$ cat config.mk
export PLATFORM = sky130hd
export DESIGN_NAME = controller
export DESIGN_NICKNAME = d
export VERILOG_FILES = /design/src/rtl/cpu_pkg.sv /design/src/rtl/controller.sv
export SDC_FILE = /design/constraint.sdc
export NUM_CORES = 1
export LEC_CHECK = 0
export CAP_MARGIN = 40
export CORE_AREA = 5 5 42 44
export CTS_BUF_LIST = sky130_fd_sc_hd__clkbuf_8
export CTS_CLUSTER_DIAMETER = 50
export CTS_CLUSTER_SIZE = 24
export DETAILED_ROUTE_END_ITERATION = 6
export DIE_AREA = 0 0 47 49
export PLACE_DENSITY_LB_ADDON = 0.08
export SLEW_MARGIN = 20
export SYNTH_ARGS = -nofsm -noshare
export SYNTH_HDL_FRONTEND = slang
export SYNTH_SLANG_ARGS = --single-unit
$ cat constraint.sdc
create_clock -name clk -period 1.6 [get_ports clk]
set_input_delay 0.24 -clock clk [delete_from_list [all_inputs] [get_ports clk]]
set_output_delay 0.24 -clock clk [all_outputs]
set_load 0.01 [all_outputs]
$ cat src/rtl/cpu_pkg.sv
// Shared encodings for the accumulator CPU: opcodes, sequencer states, helpers.
// Latency: n/a (types and pure functions only).
// Backpressure: n/a.
package cpu_pkg;

    typedef enum logic [2:0] {
        HLT = 3'd0,
        SKZ = 3'd1,
        ADD = 3'd2,
        AND = 3'd3,
        XOR = 3'd4,
        LDA = 3'd5,
        STO = 3'd6,
        JMP = 3'd7
    } opcode_t;

    typedef enum logic [2:0] {
        INST_ADDR  = 3'd0,
        INST_FETCH = 3'd1,
        INST_LOAD  = 3'd2,
        IDLE       = 3'd3,
        OP_ADDR    = 3'd4,
        OP_FETCH   = 3'd5,
        ALU_OP     = 3'd6,
        STORE      = 3'd7
    } state_t;

    // Opcodes that read an operand from memory and write the accumulator.
    function automatic logic is_aluop(input opcode_t op);
        return (op == ADD) || (op == AND) || (op == XOR) || (op == LDA);
    endfunction

endpackage

$ cat src/rtl/controller.sv
// Eight-state instruction sequencer decoding opcode/zero into datapath strobes.
// Latency: outputs are combinational from current state; state advances once per clk.
// Backpressure: none; the sequence free-runs, halt is only advisory to the top level.
module controller
    import cpu_pkg::*;
(
    input  logic    clk,
    input  logic    rst_,
    input  opcode_t opcode,
    input  logic    zero,
    output logic    sel,
    output logic    rd,
    output logic    ld_ir,
    output logic    inc_pc,
    output logic    halt,
    output logic    ld_pc,
    output logic    data_e,
    output logic    ld_ac,
    output logic    wr
);

    state_t state;
    state_t next_state;
    logic   aluop;

    assign aluop = is_aluop(opcode);

    // State register; reset drops straight to INST_ADDR without waiting for a clock.
    always_ff @(posedge clk or negedge rst_) begin
        if (!rst_) begin
            state <= INST_ADDR;
        end else begin
            state <= next_state;
        end
    end

    // Next state is a fixed ring; outputs decode current state plus live opcode/zero.
    always_comb begin
        next_state = INST_ADDR;
        sel        = 1'b0;
        rd         = 1'b0;
        ld_ir      = 1'b0;
        inc_pc     = 1'b0;
        halt       = 1'b0;
        ld_pc      = 1'b0;
        data_e     = 1'b0;
        ld_ac      = 1'b0;
        wr         = 1'b0;
        unique case (state)
            INST_ADDR: begin
                next_state = INST_FETCH;
                sel        = 1'b1;
            end
            INST_FETCH: begin
                next_state = INST_LOAD;
                sel        = 1'b1;
                rd         = 1'b1;
            end
            INST_LOAD: begin
                next_state = IDLE;
                sel        = 1'b1;
                rd         = 1'b1;
                ld_ir      = 1'b1;
            end
            IDLE: begin
                next_state = OP_ADDR;
                sel        = 1'b1;
                rd         = 1'b1;
                ld_ir      = 1'b1;
            end
            OP_ADDR: begin
                next_state = OP_FETCH;
                inc_pc     = 1'b1;
                halt       = (opcode == HLT);
            end
            OP_FETCH: begin
                next_state = ALU_OP;
                rd         = aluop;
            end
            ALU_OP: begin
                next_state = STORE;
                rd         = aluop;
                inc_pc     = (opcode == SKZ) && zero;
                ld_pc      = (opcode == JMP);
                data_e     = (opcode == STO);
            end
            STORE: begin
                next_state = INST_ADDR;
                rd         = aluop;
                ld_ac      = aluop;
                inc_pc     = (opcode == JMP);
                ld_pc      = (opcode == JMP);
                wr         = (opcode == STO);
                data_e     = (opcode == STO);
            end
            default: begin
                next_state = INST_ADDR;
                sel        = 1'b1;
            end
        endcase
    end

endmodule

==> results.sh <==
export IMPL_initialDrtViolationCount=9
export IMPL_yosys_warnings=0
export IMPL_synthCells=25
export IMPL_tritoncts="yes"
export IMPL_ys_ff_latch=3
export IMPL_power_leakage_nw=0.233
export IMPL_insertion_delay_ns=0.21
export IMPL_wl_um=674
export IMPL_finalSetupTns_ns=-0.0844
export IMPL_cp_arrival_ns=1.44
export IMPL_cts_setup_buffers=0
export IMPL_setup_viol=1
export IMPL_dr_pass1_iters=4
export IMPL_regMostFlops="state"
export IMPL_setup_ws_ns=-0.0844
export IMPL_dieWidth_um=47
export IMPL_dpl_cell_area_um2=417
export IMPL_path_clk_slew_ns=0.03
export IMPL_syn_avg_cell_area_um2=7.86
export IMPL_post_route_period_util=1.05
export IMPL_hold_class="in2async"
export IMPL_fin_cells=67
export IMPL_rr_worst_depth=3
export IMPL_vdd_drop_max_mv=0.343
export IMPL_largest_reg_flops=3
export IMPL_path_cells="or4b_1 > a21oi_1 > o21a_1 > buf_2"
export IMPL_drive_gt1_frac=0.275
export IMPL_vias=255
export IMPL_path_max_fanout=2
export IMPL_core_um2=1400
export IMPL_cpMaxStageDelayCell="or4b_1"
export IMPL_max_cap_viol_count=0
export IMPL_finalMaxSlewViolations=0
export IMPL_final_nets=58
export IMPL_antenna_cells=0
export IMPL_h_tree_depth=1
export IMPL_violations="setup timing"
export IMPL_ctsHoldBuffers=0
export IMPL_slowest_delay_ns=0.46
export IMPL_fin_area_um2=448
export IMPL_clockBufferDepth=2
export IMPL_ant_nets=0
export IMPL_rsz0062_at_grt="yes"
export IMPL_yosysUniqueCellTypes=12
export IMPL_syn_area_um2=196
export IMPL_cts_made_buffers=3
export IMPL_grtUsageTotal=0.0636
export IMPL_cts_root_buf="clkbuf_8"
export IMPL_gp_congestion=0.689
export IMPL_rows=14
export IMPL_r2r_start="state[1]"
export IMPL_power_density_nw_per_um2=696
export IMPL_dpl_worst_slack_ns=-0.614
export IMPL_crit_buf_inv=1
export IMPL_grt_pass1_vias=243
export IMPL_vias_per_cell=3.81
export IMPL_io_pins=15
export IMPL_layout_common_cells="dlygate4sd2_1, buf_4, inv_1"
export IMPL_clock_sinks=3
export IMPL_path_class="reg2out"
export IMPL_crit_family="simple AND/OR/NAND/NOR gates"
export IMPL_dpl_hpwl_um=553
export IMPL_fmax_ghz=0.594
export IMPL_io_buffers=14
export IMPL_grt_max_degree=6
export IMPL_worst_pin_slew_ns=0.190
export IMPL_hold_viol=0
export IMPL_place_inst=63
export IMPL_grt_first_pass_wirelength_um=1060
export IMPL_wl_per_cell_um=10.1
export IMPL_antenna_found_initial=0
export IMPL_floorplan_initialDensity=0.140
export IMPL_required_ns=1.36
export IMPL_period_minus_slack_ns=1.68
export IMPL_cp_start_kind="flop"
export IMPL_syn_nets=31
export IMPL_grt_overflow=0
export IMPL_status="complete, but fails checks"
export IMPL_r2r_setup_slack_ns=0.71
export IMPL_cp_end_kind="primary output"
export IMPL_areaGrowthSynthToFinish_pct=128
export IMPL_p_total_uw=312
export IMPL_clock_skew_ns=0.00147
export IMPL_dieHeight_um=49
export IMPL_maxSlewHeadroom=0.872
export IMPL_dieArea_um2=2300
export IMPL_rr_endpoint="state[2]"
export IMPL_reg_top3="state x3"
export IMPL_drc_errors=0
export IMPL_ys_seq_area_frac=0.382
export IMPL_final_common_cell="dlygate4sd2_1"
worst max-delay path by stage:
stage          cells past startpoint     end       from
2_1_floorplan                      3  inc_pc   state[0]
3_3_place_gp                       5  inc_pc  opcode[1]
3_5_place_dp                       5  inc_pc  opcode[1]
4_1_cts                            4  inc_pc   state[0]
5_1_grt                            4  inc_pc   state[0]
6_report                           4  inc_pc   state[0]
power by group:
group          total (mW)  switching (mW)  internal (mW)
sequential         0.0765               0         0.0765
combinational      0.0268          0.0102         0.0166
clock               0.209          0.0457          0.163
total               0.312          0.0559          0.256
cell type report:
cell class	count	area, um2
fillers	172	953
multi-input cells	19	118
flip-flops and latches	3	75.1
clock inverters	1	3.75
clock buffers	3	41.3
well taps	16	20.0
inverters	3	11.3
repair buffers	22	179
worst reg2reg max path, stage by stage, from the launching register on:
cell and delay (ns):
dfrtp_1 0.42, buf_4 0.15, nand2_1 0.07, xnor2_1 0.13
metrics by stage:
| stage | util | hold WS (ns) |
|---|---|---|
| after floorplan | - | -0.0556 |
| after global placement | 0.297 | 0.433 |
| after detailed placement | 0.297 | 0.435 |
| after CTS | 0.320 | 0.207 |
| after global routing | 0.320 | 0.211 |
| final | 0.320 | 0.210 |
repair_timing:
action | 4_1_cts | 5_1_grt
endpoints found under the setup margin | 8 | 3
hold endpoints to repair | 0 | 0
resized for setup | 16 | 2
pin swaps | 3 | 3
layer usage:
layer | GRT usage | wire length (um) | vias up
met2 | 0.0860 | 316 | 8
met3 | 0.0111 | 57 | 0
met4 | 0.0553 | 0 | 0
li1 | - | - | 137
met1 | 0.0820 | 300 | 110
met5 | 0 | 0 | -
cell families (layout without fill, tap and decap cells):
kind of cell | count (synthesis) | count (layout) | synth area share
AOI/OAI and AO/OA | 3 | 3 | 0.0892
xor gates and xnor gates | 3 | 3 | 0.134
buffers and inverters | 3 | 29 | 0.0573
DFF | 3 | 3 | 0.382
and+or+nand+nor | 13 | 13 | 0.338
synthesized netlist by cell type (all sizes together):
master	number	area (um2)
xor2	1	8.76
o21a	1	7.51
nor2b	1	6.26
a21oi	2	10.0
dfrtp	3	75.1
nor2	4	15.0
inv	3	11.3
xnor2	2	17.5
or4b	1	10.0
nor3	3	15.0
nand2	2	7.51
nand4	2	12.5
(Power assumes the default switching activity.)
